**config.mk**
```make
export PLATFORM = sky130hd
export DESIGN_NAME = cic_decim_ctrl_flat
export DESIGN_NICKNAME = d
export VERILOG_FILES = /design/src/rtl/cic_decim_ctrl_if.sv /design/src/rtl/cic_decim_ctrl.sv /design/src/flat_wrapper.sv
export SDC_FILE = /design/constraint.sdc
export NUM_CORES = 1
export LEC_CHECK = 0
export CAP_MARGIN = 30
export CORE_ASPECT_RATIO = 1.2
export CORE_UTILIZATION = 45
export DETAILED_ROUTE_END_ITERATION = 8
export GPL_TIMING_DRIVEN = 0
export PLACE_DENSITY = 0.89
export SLEW_MARGIN = 20
export SYNTH_ARGS = -nofsm -noshare
export SYNTH_HDL_FRONTEND = slang
export SYNTH_SLANG_ARGS = --single-unit
```
**constraint.sdc**
```tcl
create_clock -name clk -period 3.25 [get_ports clk]
set_clock_uncertainty 0.05 [all_clocks]
set_input_delay 0.65 -clock clk [delete_from_list [all_inputs] [get_ports clk]]
set_output_delay 0.65 -clock clk [all_outputs]
set_load 0.05 [all_outputs]
```
**src/rtl/cic_decim_ctrl_if.sv**
```systemverilog
// cic_decim_ctrl_if: sample-in / result-out valid-ready handshake bundle for the CIC controller
interface cic_decim_ctrl_if #(
    parameter int OUT_W = 16
) ();
    logic             in_valid;
    logic             in_ready;
    logic [OUT_W-1:0] out_data;
    logic             out_valid;
    logic             out_ready;

    modport master (
        output in_valid, out_ready,
        input  in_ready, out_data, out_valid
    );

    modport slave (
        input  in_valid, out_ready,
        output in_ready, out_data, out_valid
    );
endinterface

```
**src/rtl/cic_decim_ctrl.sv**
```systemverilog
// cic_decim_ctrl: sequences integrator/comb enables of a CIC decimator, drops comb warm-up and buffers results
module cic_decim_ctrl #(
    parameter int OUT_W         = 16,
    parameter int STAGES        = 3,
    parameter int MAX_RATE_LOG2 = 4,
    parameter int RL_W          = $clog2(MAX_RATE_LOG2 + 1)
) (
    input  logic                     clk,
    input  logic                     rstn,
    input  logic                     i_enable,
    input  logic [RL_W-1:0]          i_rate_log2,
    output logic                     o_integ_en,
    output logic                     o_comb_en,
    output logic                     o_dp_clr,
    input  logic [OUT_W-1:0]         i_dp_out,
    output logic [MAX_RATE_LOG2-1:0] o_phase,
    output logic                     o_busy,
    output logic                     o_cfg_err,
    cic_decim_ctrl_if.slave          io
);
    localparam int WC_W = $clog2(STAGES + 1);

    typedef enum logic [1:0] {IDLE, WARMUP, RUN} state_t;

    state_t                   r_state;
    logic [RL_W-1:0]          r_rate;
    logic [MAX_RATE_LOG2-1:0] r_phase;
    logic [WC_W-1:0]          r_warm;
    logic                     r_cap_pend;
    logic                     r_out_valid;
    logic                     r_cfg_err;
    logic [OUT_W-1:0]         r_out_data;

    logic [MAX_RATE_LOG2:0]   w_period;
    logic                     w_last;
    logic                     w_legal;
    logic                     w_busy;
    logic                     w_ready;
    logic                     w_accept;
    logic                     w_capture;

    assign w_period  = (MAX_RATE_LOG2 + 1)'(1) << r_rate;
    assign w_last    = r_phase == MAX_RATE_LOG2'(w_period - 1'b1);
    assign w_legal   = (i_rate_log2 != '0) && (i_rate_log2 <= RL_W'(MAX_RATE_LOG2));
    assign w_busy    = r_state != IDLE;
    // the decimating sample waits until the output slot and the capture pipe are both empty
    assign w_ready   = w_busy & ~(w_last & (r_out_valid | r_cap_pend));
    assign w_accept  = io.in_valid & w_ready;
    assign w_capture = r_cap_pend & (r_state == RUN);

    assign io.in_ready  = w_ready;
    assign io.out_valid = r_out_valid;
    assign io.out_data  = r_out_data;
    assign o_integ_en   = w_accept;
    assign o_comb_en    = w_accept & w_last;
    assign o_dp_clr     = ~w_busy;
    assign o_busy       = w_busy;
    assign o_phase      = r_phase;
    assign o_cfg_err    = r_cfg_err;

    // control FSM: start/abort, phase counting, warm-up discard and output register
    always_ff @(posedge clk or negedge rstn) begin
        if (!rstn) begin
            r_state     <= IDLE;
            r_rate      <= RL_W'(1);
            r_phase     <= '0;
            r_warm      <= '0;
            r_cap_pend  <= 1'b0;
            r_out_valid <= 1'b0;
            r_cfg_err   <= 1'b0;
            r_out_data  <= '0;
        end else if (r_state == IDLE) begin
            r_cfg_err <= i_enable & ~w_legal;
            if (i_enable & w_legal) begin
                r_rate  <= i_rate_log2;
                r_state <= WARMUP;
            end
        end else if (!i_enable) begin
            r_state     <= IDLE;
            r_phase     <= '0;
            r_warm      <= '0;
            r_cap_pend  <= 1'b0;
            r_out_valid <= 1'b0;
        end else begin
            if (w_accept)
                r_phase <= w_last ? '0 : r_phase + 1'b1;
            r_cap_pend <= w_accept & w_last;
            if (r_cap_pend && r_state == WARMUP) begin
                r_warm <= r_warm + 1'b1;
                if (r_warm == WC_W'(STAGES - 1))
                    r_state <= RUN;
            end
            if (w_capture) begin
                r_out_data  <= i_dp_out;
                r_out_valid <= 1'b1;
            end else if (r_out_valid & io.out_ready) begin
                r_out_valid <= 1'b0;
            end
        end
    end
endmodule
```
**src/flat_wrapper.sv**
```systemverilog
// flat-port wrapper written by rule: the top's interface ports become plain ports
module cic_decim_ctrl_flat 
#(
    parameter int OUT_W         = 16,
    parameter int STAGES        = 3,
    parameter int MAX_RATE_LOG2 = 4,
    parameter int RL_W          = $clog2(MAX_RATE_LOG2 + 1)
)
  (clk, rstn, i_enable, i_rate_log2, o_integ_en, o_comb_en, o_dp_clr, i_dp_out, o_phase, o_busy, o_cfg_err, io_in_valid, io_out_ready, io_in_ready, io_out_data, io_out_valid);
  cic_decim_ctrl_if #(.OUT_W(OUT_W)) io_i ();
  input  logic clk;
  input  logic rstn;
  input  logic i_enable;
  input  logic [RL_W-1:0] i_rate_log2;
  output logic o_integ_en;
  output logic o_comb_en;
  output logic o_dp_clr;
  input  logic [OUT_W-1:0] i_dp_out;
  output logic [MAX_RATE_LOG2-1:0] o_phase;
  output logic o_busy;
  output logic o_cfg_err;
  input wire logic [$bits(io_i.in_valid)-1:0] io_in_valid;
  input wire logic [$bits(io_i.out_ready)-1:0] io_out_ready;
  output wire logic [$bits(io_i.in_ready)-1:0] io_in_ready;
  output wire logic [$bits(io_i.out_data)-1:0] io_out_data;
  output wire logic [$bits(io_i.out_valid)-1:0] io_out_valid;
  assign io_i.in_valid = io_in_valid;
  assign io_i.out_ready = io_out_ready;
  assign io_in_ready = io_i.in_ready;
  assign io_out_data = io_i.out_data;
  assign io_out_valid = io_i.out_valid;
  cic_decim_ctrl #(.OUT_W(OUT_W), .STAGES(STAGES), .MAX_RATE_LOG2(MAX_RATE_LOG2), .RL_W(RL_W)) u_core (.clk(clk), .rstn(rstn), .i_enable(i_enable), .i_rate_log2(i_rate_log2), .o_integ_en(o_integ_en), .o_comb_en(o_comb_en), .o_dp_clr(o_dp_clr), .i_dp_out(i_dp_out), .o_phase(o_phase), .o_busy(o_busy), .o_cfg_err(o_cfg_err), .io(io_i));
endmodule
```
==> flow_summary.ini <==
[outcome]
status = complete, no violations

[floorplanning]
die-area_um2 = 3530
io_pins = 51
die-width_um = 54.4
start_util = 0.476
core_area_um2 = 3110
rows = 22
dieHeight_um = 64.9

[power]
seqPwrFrac = 0.430
p_leak_nw = 0.935
peakVddDrop_mv = 0.375
p_int_w = 0.000687
switching_share = 0.363
switching_power_w = 0.000392
p_comb_frac = 0.353
pwr-share-clk = 0.217
p_per_area_nw_per_um2 = 513

[placement]
routabilityCongestion = 0.862
dpl-instance-area_um2 = 2010
port-buffer-count = 49
dpl.hpwl_um = 2570

[clocking]
path_clk_slew_ns = 0.10
cts_sinks = 30
cts_hold_buf = 0
cts_tree = done
cts_inserted_buffers = 5
ctsLongestPathBuffers = 2
root_buffer = clkbuf_4
htree_levels = 2
clk_latency_ns = 0.33

[yosys]
syn_inst = 135
synth.top_cell.area_share = 0.490
synth.top_cells.by_area = dfrtp_1 (49%), mux2_2 (14%), nand3_1 (4.1%)
synth.avg_cell_area_um2 = 11.0
synth_fp_nets = 162
syn_area_um2 = 1480
synth.largest_area_cell = dfrtp_1
ys_warn_count = 0
ys_seq_elements = 30
synth_cell_types = 32
yosysSeqAreaShare = 0.508

[route]
routedWlPerCell_um = 15.4
firstDrtPassIters = 4
drt_iter0_drc = 47
drc = 0
final_antenna_net_count = 0
wl_um = 3580
vias_per_cell = 5.56
dr_total_vias = 1296

[worst_setup_path]
cp.arrival_ns = 2.49
reg2regPathDepth = 10
cp_slowest_stage_delay_ns = 0.43
rr_startpoint = u_core.r_rate[1]
worstPathRequired_ns = 2.55
r2r_slack_ns = 0.84
crit_path_end_kind = output pin
crit_chain = or3_4, ha_2, xor2_2, buf_4, nor2_1, o31a_1, and3_4, buf_4
cp_max_fo = 5
path_buf_inv = 2
crit_family = simple AND/OR/NAND/NOR gates
critPathKind = reg2out
crit_top_cell = buf_4
start_kind = register
slowest_stage = dfrtp_1
r2r_end = u_core.o_phase[2]

[hold_path]
hp-class = in2async

[timing]
whs_ns = 0.287
min_period_ns = 3.19
rsz0062_at_grt = no
hold_violations = 0
relSlewSlack = 0.557
clock.fmax_mhz = 314
setup_viol = 0
post-route-period-util = 0.980
worst_pin_slew_ns = 0.665
slew_viol_final = 0

[grt]
grt_max_degree = 31
grt_pass1_vias = 1256
antenna_found_initial = 0
grt_pass1_wl_um = 5610
grt_usage = 0.225
grt_overflow = 0

[final_layout]
antennaDiodeCount = 0
synthToLayoutAreaGrowth_pct = 42.1
layout-drive-gt1-share = 0.228
design_area_um2 = 2100
fin_nets = 223

[job]
drv_cap = 0
## layer usage
layer,vias to the layer above,GRT usage,part of all wire
met1,626,0.251,0.38
met3,8,0.0563,0.074
li1,599,-,-
met4,0,0.112,0.020
met5,-,0,0
met2,63,0.381,0.53
## worst max-delay path by stage
stage	to	from	cells after the start	slack, ns
6_report	o_comb_en	u_core.r_rate[1]	8	0.06
5_1_grt	o_comb_en	u_core.r_rate[1]	8	0.006
4_1_cts	o_comb_en	u_core.r_rate[1]	8	0.01
3_5_place_dp	o_comb_en	u_core.r_rate[1]	7	-0.17
3_3_place_gp	o_comb_en	u_core.r_rate[2]	7	-0.15
2_1_floorplan	io_in_ready	u_core.r_rate[1]	7	0.32
## cells in the mapped netlist
cell	number
mux2i_1	2
mux2_2	18
o21ai_0	9
nor2_4	1
xnor2_1	2
clkbuf_1	3
o31ai_1	1
buf_2	1
o31a_1	1
o21a_1	1
and3_4	1
a22o_1	3
inv_1	8
dfrtp_1	29
xor2_1	1
or4_1	1
nand2_1	8
or3_4	1
o22ai_1	2
nand4bb_1	1
nor2b_1	3
xor2_2	1
dfstp_2	1
o22a_1	1
nor2_2	1
a21oi_1	5
nor2_1	11
a31oi_1	1
nand3_1	12
o221ai_2	1
ha_1	3
o2bb2ai_1	1
## cell type report
cell class | instances | area [um^2]
timing repair buffer | 54 | 510
inverter | 8 | 30.0
multi-input combinational | 93 | 689
fill | 238 | 1010
clock buffer | 7 | 55.1
sequential | 30 | 753
clock inverter | 1 | 5.00
buffer | 4 | 16.3
tap | 36 | 45.0
## flip-flops by register name (all words and copies together), names as in the netlist
signal,flops
u_core.io.out_data,16
u_core.o_phase,4
u_core.r_rate,3
u_core.r_state,2
u_core.r_warm,2
u_core.io.out_valid,1
u_core.o_cfg_err,1
u_core.r_cap_pend,1
## layout by cell type (no fill, tap or decap), types with 2 or more instances in the layout
master           instances
a21oi_1                  5
a22o_1                   3
buf_2                    4
buf_4                    6
clkbuf_1                 4
clkbuf_4                 5
clkdlybuf4s50_1         45
dfrtp_1                 28
ha_1                     2
inv_1                    8
mux2_2                  18
nand2_1                  8
nand3_1                 12
nor2_1                  11
nor2b_1                  3
o21ai_0                  9
o22ai_1                  2
xnor2_1                  2
## metrics by stage
stage / setup WS, ns / setup TNS, ns / util / total power, W / instances
6_report: 0.0646 / 0 / 0.677 / 0.00108 / 233
5_1_grt: 0.00648 / 0 / 0.677 / 0.00113 / 233
4_1_cts: 0.0137 / 0 / 0.668 / 0.00106 / 229
3_5_place_dp: -0.174 / -0.410 / 0.647 / 0.000811 / 220
3_3_place_gp: -0.149 / -0.250 / 0.648 / 0.000795 / 220
2_1_floorplan: 0.319 / 0 / - / 0.000690 / 135
## timing repair
item / in CTS / in global routing
pin swaps: 0 / 1
gates resized for setup: 17 / 2
endpoints found under the setup margin: 3 / 3
setup buffers: 1 / 4
## power groups by stage
stage | Combinational (W) | Sequential [W] | Clock [W]
after global placement | 0.000330 | 0.000465 | 0
after detailed placement | 0.000342 | 0.000469 | 0
after CTS | 0.000362 | 0.000462 | 0.000241
after global routing | 0.000411 | 0.000469 | 0.000254
after floorplan | 0.000178 | 0.000512 | 0
final | 0.000381 | 0.000463 | 0.000234
## cell families after synthesis
logic type | Yosys count | synth area share
multiplexers | 20 | 0.150
AND/OR/NAND/NOR | 40 | 0.141
AO/OA/AOI/OAI | 26 | 0.116
XOR/XNOR | 4 | 0.0287
buffers and inverters | 12 | 0.0312
adder cells (fa/ha/maj) | 3 | 0.0253
flip-flops | 30 | 0.508
Note: power is estimated with default switching activity, not from simulation.
